### src/rtl/sisc_pkg.sv
// Shared encodings for the SISC multi-cycle control unit: opcodes, FSM states,
// writeback source selects and ALU control codes.
package sisc_pkg;

  localparam int unsigned OPC_NOOP = 0;
  localparam int unsigned OPC_LOD  = 1;
  localparam int unsigned OPC_STR  = 2;
  localparam int unsigned OPC_SWP  = 3;
  localparam int unsigned OPC_BRA  = 4;
  localparam int unsigned OPC_BRR  = 5;
  localparam int unsigned OPC_BNE  = 6;
  localparam int unsigned OPC_BNR  = 7;
  localparam int unsigned OPC_ALU  = 8;
  localparam int unsigned OPC_HLT  = 15;

  typedef enum logic [2:0] {
    ST_START0    = 3'd0,
    ST_START1    = 3'd1,
    ST_FETCH     = 3'd2,
    ST_DECODE    = 3'd3,
    ST_EXECUTE   = 3'd4,
    ST_MEM       = 3'd5,
    ST_WRITEBACK = 3'd6,
    ST_HALT      = 3'd7
  } state_e;

  localparam logic [1:0] WB_ALU = 2'd0;
  localparam logic [1:0] WB_MEM = 2'd1;
  localparam logic [1:0] WB_SWP = 2'd2;

  // bit1 suppresses the status save, bit0 selects the immediate operand
  localparam logic [1:0] ALU_REG    = 2'b00;
  localparam logic [1:0] ALU_IMM    = 2'b01;
  localparam logic [1:0] ALU_NOSAVE = 2'b10;
  localparam logic [1:0] ALU_ADDR   = 2'b11;

endpackage

### src/rtl/sisc_br_eval.sv
// Combinational branch resolution: a branch is taken when the masked status
// matches its polarity (BRA/BRR on any set bit, BNE/BNR on none).
module sisc_br_eval
  import sisc_pkg::*;
#(
  parameter int OPC_W = 4,
  parameter int MM_W  = 4
) (
  input  logic [OPC_W-1:0] opcode,
  input  logic [MM_W-1:0]  mm,
  input  logic [MM_W-1:0]  stat,
  output logic             taken,
  output logic             rel
);

  logic [31:0] opc_v;
  logic        cond;

  assign opc_v = 32'(opcode);
  assign cond  = |(stat & mm);
  assign rel   = opcode[0];

  always_comb begin
    taken = 1'b0;
    if (opc_v == OPC_BRA || opc_v == OPC_BRR) begin
      taken = cond;
    end else if (opc_v == OPC_BNE || opc_v == OPC_BNR) begin
      taken = ~cond;
    end
  end

endmodule

### src/rtl/sisc_ctrl_fsm.sv
// Multi-cycle SISC control FSM: sequences fetch/decode/execute/mem/writeback
// with ready/valid memory handshakes and an absorbing HALT state.
module sisc_ctrl_fsm
  import sisc_pkg::*;
#(
  parameter int OPC_W      = 4,
  parameter int MM_W       = 4,
  parameter int STAT_W     = 4,
  parameter int ALU_OP_W   = 2,
  parameter int AM_IMM     = 8,
  parameter int SWP_CYCLES = 2
) (
  input  logic                clk,
  input  logic                rst_f,
  input  logic [OPC_W-1:0]    opcode,
  input  logic [MM_W-1:0]     mm,
  input  logic [STAT_W-1:0]   stat,
  input  logic                imem_ack,
  input  logic                dmem_ack,
  output logic                imem_req,
  output logic                dmem_req,
  output logic                dm_we,
  output logic                ir_load,
  output logic                pc_write,
  output logic                pc_sel,
  output logic                br_sel,
  output logic                rf_we,
  output logic [1:0]          wb_sel,
  output logic [ALU_OP_W-1:0] alu_op,
  output logic                swp_phase,
  output logic                halted
);

  localparam int CNT_W = (SWP_CYCLES > 1) ? $clog2(SWP_CYCLES) : 1;

  state_e             state_q, state_d;
  logic [CNT_W-1:0]   swp_cnt_q, swp_cnt_d;
  logic [31:0]        opc_v;
  logic               br_taken;
  logic               br_rel;

  assign opc_v = 32'(opcode);

  sisc_br_eval #(
    .OPC_W (OPC_W),
    .MM_W  (MM_W)
  ) u_br_eval (
    .opcode (opcode),
    .mm     (mm),
    .stat   (stat),
    .taken  (br_taken),
    .rel    (br_rel)
  );

  // NOTE: state registers use non-blocking assignments so every flop samples
  // the pre-edge value; the async reset drops req lines without waiting for clk.
  always_ff @(posedge clk or posedge rst_f) begin
    if (rst_f) begin
      state_q   <= ST_START0;
      swp_cnt_q <= '0;
    end else begin
      state_q   <= state_d;
      swp_cnt_q <= swp_cnt_d;
    end
  end

  // NOTE: every output and next-state value gets a default first so no path
  // through the case statement leaves a signal unassigned (no latches).
  always_comb begin
    state_d   = state_q;
    swp_cnt_d = swp_cnt_q;
    imem_req  = 1'b0;
    dmem_req  = 1'b0;
    dm_we     = 1'b0;
    ir_load   = 1'b0;
    pc_write  = 1'b0;
    pc_sel    = 1'b0;
    br_sel    = 1'b0;
    rf_we     = 1'b0;
    wb_sel    = WB_ALU;
    alu_op    = ALU_OP_W'(ALU_NOSAVE);
    swp_phase = 1'b0;
    halted    = 1'b0;

    case (state_q)
      ST_START0: state_d = ST_START1;
      ST_START1: state_d = ST_FETCH;

      ST_FETCH: begin
        imem_req = 1'b1;
        if (imem_ack) begin
          ir_load  = 1'b1;
          pc_write = 1'b1;
          state_d  = ST_DECODE;
        end
      end

      ST_DECODE: state_d = (opc_v == OPC_HLT) ? ST_HALT : ST_EXECUTE;

      ST_EXECUTE: begin
        state_d = ST_FETCH;
        if (opc_v == OPC_ALU) begin
          alu_op  = (mm == MM_W'(AM_IMM)) ? ALU_OP_W'(ALU_IMM) : ALU_OP_W'(ALU_REG);
          state_d = ST_WRITEBACK;
        end else if (opc_v == OPC_LOD || opc_v == OPC_STR) begin
          alu_op  = ALU_OP_W'(ALU_ADDR);
          state_d = ST_MEM;
        end else if (opc_v == OPC_SWP) begin
          state_d = ST_WRITEBACK;
        end else if (br_taken) begin
          pc_write = 1'b1;
          pc_sel   = 1'b1;
          br_sel   = br_rel;
        end
      end

      ST_MEM: begin
        dmem_req = 1'b1;
        dm_we    = (opc_v == OPC_STR);
        alu_op   = ALU_OP_W'(ALU_ADDR);
        if (dmem_ack) begin
          state_d = (opc_v == OPC_STR) ? ST_FETCH : ST_WRITEBACK;
        end
      end

      ST_WRITEBACK: begin
        rf_we   = 1'b1;
        state_d = ST_FETCH;
        if (opc_v == OPC_LOD) begin
          wb_sel = WB_MEM;
        end else if (opc_v == OPC_SWP) begin
          wb_sel    = WB_SWP;
          swp_phase = swp_cnt_q[0];
          // SWP holds writeback for SWP_CYCLES cycles, one register write each
          if (swp_cnt_q == CNT_W'(SWP_CYCLES - 1)) begin
            swp_cnt_d = '0;
          end else begin
            swp_cnt_d = swp_cnt_q + 1'b1;
            state_d   = ST_WRITEBACK;
          end
        end
      end

      ST_HALT: halted = 1'b1;

      default: state_d = ST_START0;
    endcase
  end

endmodule

### config.mk
export PLATFORM = sky130hd
export DESIGN_NAME = sisc_ctrl_fsm
export DESIGN_NICKNAME = d
export VERILOG_FILES = /design/src/rtl/sisc_pkg.sv /design/src/rtl/sisc_br_eval.sv /design/src/rtl/sisc_ctrl_fsm.sv
export SDC_FILE = /design/constraint.sdc
export NUM_CORES = 1
export LEC_CHECK = 0
export ABC_AREA = 1
export CAP_MARGIN = 25
export CORE_UTILIZATION = 31
export CTS_CLUSTER_DIAMETER = 30
export CTS_CLUSTER_SIZE = 25
export DETAILED_ROUTE_END_ITERATION = 10
export GPL_TIMING_DRIVEN = 0
export PLACE_DENSITY = 0.85
export SKIP_LAST_GASP = 1
export SLEW_MARGIN = 20
export SYNTH_ARGS = -nofsm -noshare
export SYNTH_HDL_FRONTEND = slang
export SYNTH_SLANG_ARGS = --single-unit
### constraint.sdc
create_clock -name clk -period 1.1 [get_ports clk]
set_clock_uncertainty 0.1 [all_clocks]
set_input_delay 0.11 -clock clk [delete_from_list [all_inputs] [get_ports clk]]
set_output_delay 0.11 -clock clk [all_outputs]
set_load 0.01 [all_outputs]
Yosys cells after proc, flatten, opt, wreduce, memory -nomap -nowiden
Cells that the tools add are included.
{"block": "classes", "n_addsub": 1, "eq_ne": 19, "n_mux": 42, "bitwise": 3, "reduce_logical": 8}
{"operator": "$mux W3", "n": 9}
{"operator": "$mux W1", "n": 25}
{"operator": "$pmux W3 S7", "n": 1}
{"operator": "$eq A4 B3 Y1 const B", "n": 4}
{"operator": "$eq A3 B3 Y1 const B", "n": 4}
{"operator": "$eq A4 B4 Y1 const B", "n": 3}
{"operator": "$mux W2", "n": 5}
{"operator": "$eq A4 B2 Y1 const B", "n": 2}
{"operator": "$reduce_bool A7 Y1", "n": 1}
{"operator": "$eq A3 B2 Y1 const B", "n": 2}
{"operator": "$reduce_and A3 Y1", "n": 2}
{"operator": "$and A4 B4 Y4", "n": 1}
{"operator": "$eq A4 B1 Y1 const B", "n": 1}
{"operator": "$ne A2 B2 Y1 const B", "n": 2}
{"operator": "$pmux W2 S2", "n": 1}
{"operator": "$reduce_or A4 Y1", "n": 1}
{"operator": "$eq A3 B1 Y1 const B", "n": 1}
{"operator": "$logic_not A3 Y1", "n": 1}
{"operator": "$logic_or A1 B1 Y1", "n": 3}
{"operator": "$not A1 Y1", "n": 2}
{"operator": "$pmux W1 S2", "n": 1}
{"operator": "$add A1 B1 Y1 const B", "n": 1}
{"block": "word_totals", "ff_bits": 4, "in_bits": 16, "out_inout_bits": 14, "word_cells": 75}

Depth between registers and ports, before layout
Gate-level depths: netlist (run 1).
{"block": "logic_depth", "depth_word": 10, "depth_mapped": 7, "mapped_depth_nobuf": 7}

Hierarchy
A second synthesis (run 1) with hierarchy kept.
{"block": "hier_totals", "cells_unflattened": 111, "hier_area_um2": 569.3}
{"mod": "sisc_ctrl_fsm", "instances": 1, "cells_per_inst": 82, "area_per_inst_um2": 454.2, "seq_area_each_um2": 100.1}
{"mod": "sisc_br_eval", "instances": 1, "cells_per_inst": 29, "area_per_inst_um2": 115.1, "seq_area_each_um2": 0.0}

Worst setup path after synthesis (run 1)
No wires, ideal clock.
{"block": "synth_timing", "path_kind": "register -> output", "from": "register state_q[0]", "to": "output port br_sel", "arrival_ns": 1.048, "required_time_ns": 0.890, "path_slack_ns": -0.158, "path_stages_with_launch": 6, "path_buffers": 0, "cell_sequence": "dfrtp_1 nor2_1 nand2_1 nor3_1 nand3_1 nor2_1"}
{"block": "synth_between", "elab_chain_cells": 2}
{"item": "start: declaration", "line": "sisc_ctrl_fsm.sv:36", "source": "state_e state_q, state_d;"}
{"item": "start signal: assignment", "line": "sisc_ctrl_fsm.sv:62", "source": "state_q <= state_d;"}
{"item": "$eq A3 B3 Y1", "line": "sisc_ctrl_fsm.sv:85", "source": "case (state_q)"}
{"item": "$mux W1", "line": "sisc_ctrl_fsm.sv:85"}
{"item": "end: declaration", "line": "sisc_ctrl_fsm.sv:26", "source": "output logic br_sel,"}
No other way between the ends.

Worst setup path in the final report (run 1)
{"block": "layout_timing", "from": "register state_q[1]", "to": "output port pc_write"}
{"block": "layout_between", "elab_chain_cells": 2, "word_cells_on_any_way": 3, "classes_between": "2 x eq/ne; 1 x mux"}
{"item": "$eq A3 B3 Y1 / $eq A3 B2 Y1 (equally long branches)", "line": "sisc_ctrl_fsm.sv:85"}
{"item": "$pmux W1 S2 (*)", "line": "sisc_ctrl_fsm.sv:85"}
{"item": "end: declaration", "line": "sisc_ctrl_fsm.sv:24", "source": "output logic pc_write,"}
Every way passes the cells marked *; elsewhere a longest branch is shown, timed or not.

==> results.ini, run 1 <==
[critical_path]
crit_fanout = 3
worstSetupPathType = reg2out
cp.required_ns = 0.89
worst-endpoint-arrival_ns = 1.52
crit_path_start_kind = flip-flop
rrSetupSlack_ns = -0.42
end_kind = primary output

[global_route]
grt_pass1_vias = 683
grt_pass1_wl_um = 2680
grt_max_degree = 7
antenna_found_initial = 0
overflow = 0
track_usage = 0.248

[placement]
gp_congestion = 0.841
io_buffers = 29
place_inst = 138
placed_area_um2 = 800
dp_hpwl_um = 1160

[timing]
finalSetupViolations = 18
relSlewSlack = 0.834
fin_crit_ns = 1.73
rsz0062_at_grt = true
post-route-period-util = 1.57
drv_slew = 0
worst_slack_ns = -0.630
fmax_mhz = 578
hold_viol_final = 0
worstMarginPinSlew_ns = 0.247
whs_ns = 0.305

[floorplan]
io_pins = 30
dieArea_um2 = 1680
start_util = 0.348
fp.dieW_um = 41.0
coreArea_um2 = 1350
rows = 13
fp.dieH_um = 41.0

[power]
clockPowerShare = 0.094
fin_total_pwr_uw = 2020
sw_frac_of_total = 0.496
seq_power_share = 0.174
share_comb_of_total_power = 0.731
leakagePower_uw = 0.000557
p_int_uw = 1020
power.density_nw_per_um2 = 2000
switchingPower_uw = 1000
vdd_drop_max_uv = 1260

[yosys]
ys_warn_count = 0
synth_seq_cells = 4
synthesis.area_um2 = 470
ys_types = 12
syn_nets = 110
postSynthAreaPerCell_um2 = 5.00
yosysSeqAreaShare = 0.213
synthCells = 94

[layout]
final_cell_mix = 25 x nand2_1, 11 x inv_1, 11 x nor2_1, 11 x clkdlybuf4s50_1, 10 x buf_4
fin_util = 0.748
mostFrequentLayoutCell = nand2_1
fin_area_um2 = 1010
layout-drive-gt1-share = 0.461
final_cells = 156
antenna_cells = 0
fin_nets = 159
area_growth_syn_to_layout_pct = 115

[clocking]
cts.htree.levels = 1
clockBufferDepth = 2
insertion_delay_ns = 0.24
cts-root-buf = clkbuf_4
path_clk_slew_ns = 0.04
cts_sinks = 4
numCtsBuffers = 3
tritoncts = yes

[outcome]
status = finished, violations left
violations = negative setup slack

[detailed_routing]
vias = 816
finalWirelength_um = 2250
drc = 0
ant_nets = 0
wl_per_cell_um = 14.4
vias_per_cell = 5.23
first_iter_violations = 49
drt-pass1-iter-count = 5

[job]
cap_violations = 0

[min_path]
hp-class = in2reg

==> worst paths after layout <==
check                            from          to  cells past startpoint
hold reg to reg             swp_cnt_q   swp_cnt_q                      2
setup / recovery           state_q[1]    pc_write                      7
setup reg to reg           state_q[1]  state_q[0]                      9
max in group asynchronous       rst_f  state_q[2]                      3
min in group asynchronous       rst_f  state_q[0]                      3
hold / removal              opcode[2]   swp_cnt_q                      4
==> layer usage <==
metal / part of all wire / vias to the layer above / GRT usage
met5: 0 / - / 0
met4: 0.028 / 0 / 0.125
met3: 0.076 / 8 / 0.0761
met2: 0.51 / 55 / 0.426
met1: 0.39 / 368 / 0.271
li1: - / 385 / -
==> flip-flops by register name, summed over array words and instances, names as in the netlist <==
name	count
state_q	3
swp_cnt_q	1
==> layout make-up <==
| cell class | count | area, µm² |
|---|---|---|
| Inverter | 19 | 81.3 |
| Multi-Input combinational cell | 71 | 413 |
| Timing Repair Buffer | 44 | 370 |
| Tap cell | 15 | 18.8 |
| Clock buffer | 3 | 22.5 |
| Sequential cell | 4 | 104 |
| Fill cell | 91 | 340 |
==> repair_timing <==
item | CTS | global route
setup buffers | 8 | 6
gates resized for setup | 74 | 27
hold buffers | 1 | 0
pin swaps | 4 | 3
setup endpoints to repair | 18 | 18
endpoints found under the hold margin | 4 | 0
==> synthesized netlist by cell type <==
| cell | number | area (µm²) |
|---|---|---|
| nor3_1 | 3 | 15.0 |
| dfrtp_1 | 4 | 100 |
| nor2_1 | 18 | 67.6 |
| nand3_1 | 12 | 60.1 |
| o21ai_0 | 4 | 20.0 |
| nor2_2 | 1 | 6.26 |
| nor4_1 | 1 | 6.26 |
| inv_2 | 1 | 3.75 |
| o21ai_1 | 1 | 5.00 |
| inv_1 | 18 | 67.6 |
| nand2_1 | 29 | 109 |
| a21oi_1 | 2 | 10.0 |
==> power groups by stage <==
stage               combinational (µW)  sequential (µW)  clock, µW
floorplan                          519              290          0
global placement                   805              302          0
detailed placement                 816              306          0
CTS                               1020              317        193
global route                      1570              361        204
finish                            1480              353        191
==> critical path: stages, from the launching register on <==
cell and delay [ns]:
dfrtp_2 0.43, nor2_4 0.14, nand2_4 0.07, nor3_2 0.12, nand3_1 0.13, buf_4 0.17, nand2_1 0.06, buf_2 0.15
==> kinds of logic (layout without fill, tap and decap cells) <==
family	after synthesis	after routing	share of synthesized area
compound gates	7	7	0.0745
simple gates	64	64	0.561
flops	4	4	0.213
buf+inv	19	66	0.152
==> stage by stage <==
step / setup TNS [ns] / setup WS, ns
after floorplan: -0.645 / -0.132
after global placement: -10.19 / -0.842
after detailed placement: -10.66 / -0.894
after CTS: -6.09 / -0.577
after global routing: -8.69 / -0.703
final: -7.62 / -0.630
Power figures use the tool's default switching activity.
==> run 2: changes to the inputs <==
--- a/config.mk
+++ b/config.mk
@@ -5,14 +5,14 @@
 export SDC_FILE = /design/constraint.sdc
 export NUM_CORES = 1
 export LEC_CHECK = 0
-export ABC_AREA = 1
+export ABC_CLOCK_PERIOD_IN_PS = 1100
 export CAP_MARGIN = 25
-export CORE_UTILIZATION = 31
+export CORE_UTILIZATION = 33
 export CTS_CLUSTER_DIAMETER = 30
 export CTS_CLUSTER_SIZE = 25
 export DETAILED_ROUTE_END_ITERATION = 10
 export GPL_TIMING_DRIVEN = 0
-export PLACE_DENSITY = 0.85
+export PLACE_DENSITY = 0.86
 export SKIP_LAST_GASP = 1
 export SLEW_MARGIN = 20
 export SYNTH_ARGS = -nofsm -noshare
==> run 2 against run 1 <==
  * The run still ends with negative setup slack left
  * First-iteration DRC count shrank 51%
  * Routed wire length grew 10%
  * Critical path depth shrank 2
  * Final area grew 20%
  * Sequential power shrank 12%
  * Synthesized cell count shrank 33%
  * Sequential cell count is the same
  * Hold slack lost 0.044 ns
  * Register-to-register slack lost 0.12 ns
  * Largest cell class is now non-clock buffers
  * Largest power group unchanged
==> results.ini, run 2 <==
[floorplan]
start_util = 0.374
fp.dieH_um = 41.6
rows = 13
dieArea_um2 = 1730
io_pins = 30
coreArea_um2 = 1380
fp.dieW_um = 41.6

[global_route]
overflow = 0
antenna_found_initial = 0
grt_max_degree = 11
grt_pass1_vias = 813
track_usage = 0.270
grt_pass1_wl_um = 3600

[critical_path]
worst-endpoint-arrival_ns = 1.61
cp-startpoint = state_q[0]
end_kind = primary output
cp.required_ns = 0.89
worstReg2RegStart = state_q[0]
rrSetupSlack_ns = -0.54
reg2reg_to = state_q[2]
r2r_cells = 6
crit_path_start_kind = flip-flop
crit_fanout = 3
endpoint = br_sel
worstSetupPathType = reg2out

[yosys]
synth_edf_count = 0
ys_types = 37
synth_seq_cells = 4
synth_area_leaders = dfrtp_1 19%, nor3b_2 7.3%, inv_1 5.1%
synth_top_cell_by_area = dfrtp_1
syn_nets = 79
synth_top_area_share = 0.194
ys_async_sr_fraction = 1.00
postSynthAreaPerCell_um2 = 8.20
ys.flop_type = dfrtp_1
yosysSeqAreaShare = 0.194
synthCells = 63
synth_most_common_cell = inv_1
ys_warn_count = 0
synth_common_cells = 7 x inv_1, 4 x dfrtp_1, 4 x nand2_1, 4 x nor2_1
synthesis.area_um2 = 517

[clocking]
cts-root-buf = clkbuf_4
numCtsBuffers = 3
path_clk_slew_ns = 0.04
insertion_delay_ns = 0.24
cts.htree.levels = 1
tritoncts = yes
clockBufferDepth = 2
cts_sinks = 4

[layout]
fin_util = 0.874
multiInputGateArea_um2 = 479
fillCellCount = 77
regMostFlops = state_q
fin_nets = 144
register_area_um2 = 103
largest_reg_flops = 3
antenna_cells = 0
mostFrequentLayoutCell = buf_4
area_growth_syn_to_layout_pct = 134
final_cell_mix = 25 x buf_4, 17 x buf_6, 7 x clkdlybuf4s50_1, 7 x dlygate4sd2_1, 7 x buf_2
reg_top3 = state_q x3, swp_cnt_q x1
layout-drive-gt1-share = 0.654

[timing]
worstMarginPinSlew_ns = 0.348
rsz0062_at_grt = true
fmax_mhz = 548
hold_viol_final = 0
finalSetupViolations = 18
relSlewSlack = 0.766
post-route-period-util = 1.66
drv_slew = 0
fin_crit_ns = 1.82
worst_slack_ns = -0.724
fin_setup_tns_ns = -9.83

[placement]
gp_congestion = 0.839
dp_hpwl_um = 1060
io_buffers = 28

[outcome]
violations = negative setup slack
status = finished, violations left

[detailed_routing]
wl_per_cell_um = 17.5
vias_per_cell = 5.72
finalWirelength_um = 2480
vias = 812
drc = 0
first_iter_violations = 24
ant_nets = 0
drt-pass1-iter-count = 4

[power]
vdd_drop_max_uv = 789
leakagePower_uw = 0.000603
power.density_nw_per_um2 = 1740

[min_path]
worstHoldStart = opcode[3]
hp-class = in2reg

[job]
cap_violations = 0

-- run 2: metrics by stage --
stage / instances / power [µW] / area, µm² / setup slack (ns) / hold slack (ns)
6_report: 142 / 2110 / 1210 / -0.724 / 0.261
5_1_grt: 142 / 2210 / 1210 / -0.765 / 0.283
4_1_cts: 139 / 1880 / 1150 / -0.698 / 0.201
3_5_place_dp: 106 / 1170 / 840 / -1.08 / 0.203
3_3_place_gp: 106 / 1160 / 840 / -1.07 / 0.200
2_1_floorplan: 63 / 835 / 541 / -0.225 / -0.224
-- run 2: report_power, final --
group          total, µW  switching (µW)  internal (µW)
clock                204            67.5            137
sequential           312            83.9            228
combinational       1590             688            901
-- run 2: layout make-up --
class | instances | share of cell area
inverter | 7 | 0.0217
timing repair buffer | 60 | 0.422
buffer | 4 | 0.0373
tap | 15 | 0.0155
clock buffer | 4 | 0.0217
sequential | 4 | 0.0849
multi-input combinational | 48 | 0.396
-- run 2: cell families after synthesis --
| logic type | synth area share |
|---|---|
| DFF | 0.194 |
| xor gates and xnor gates | 0.0339 |
| AOI/OAI and AO/OA | 0.196 |
| buffers and inverters | 0.114 |
| and+or+nand+nor | 0.463 |
-- run 2: metal layers --
| layer | share of wire | GRT usage |
|---|---|---|
| met5 | 0 | 0 |
| met4 | 0.052 | 0.181 |
| met3 | 0.075 | 0.0478 |
| met2 | 0.49 | 0.481 |
| met1 | 0.38 | 0.285 |
-- run 2: how the worst min path moves through the flow --
| stage | cells after the start | endpoint |
|---|---|---|
| finish | 4 | state_q[2] |
| global route | 4 | state_q[2] |
| CTS | 4 | state_q[2] |
| detailed placement | 2 | swp_cnt_q |
| global placement | 2 | state_q[2] |
| floorplan | 1 | state_q[1] |
-- run 2: worst max-delay path, cell delays in order (launching register included) --
cell,delay (ns)
dfrtp_2,0.43
nor3b_4,0.26
o211ai_1,0.21
buf_4,0.19
a21boi_2,0.13
buf_2,0.14
-- run 2: repair_timing --
item | CTS | global route
pin swaps | 15 | 4
setup buffers | 32 | 6
hold buffers | 1 | 0
setup endpoints to repair | 18 | 18
endpoints found under the hold margin | 4 | 0
resized for setup | 89 | 16
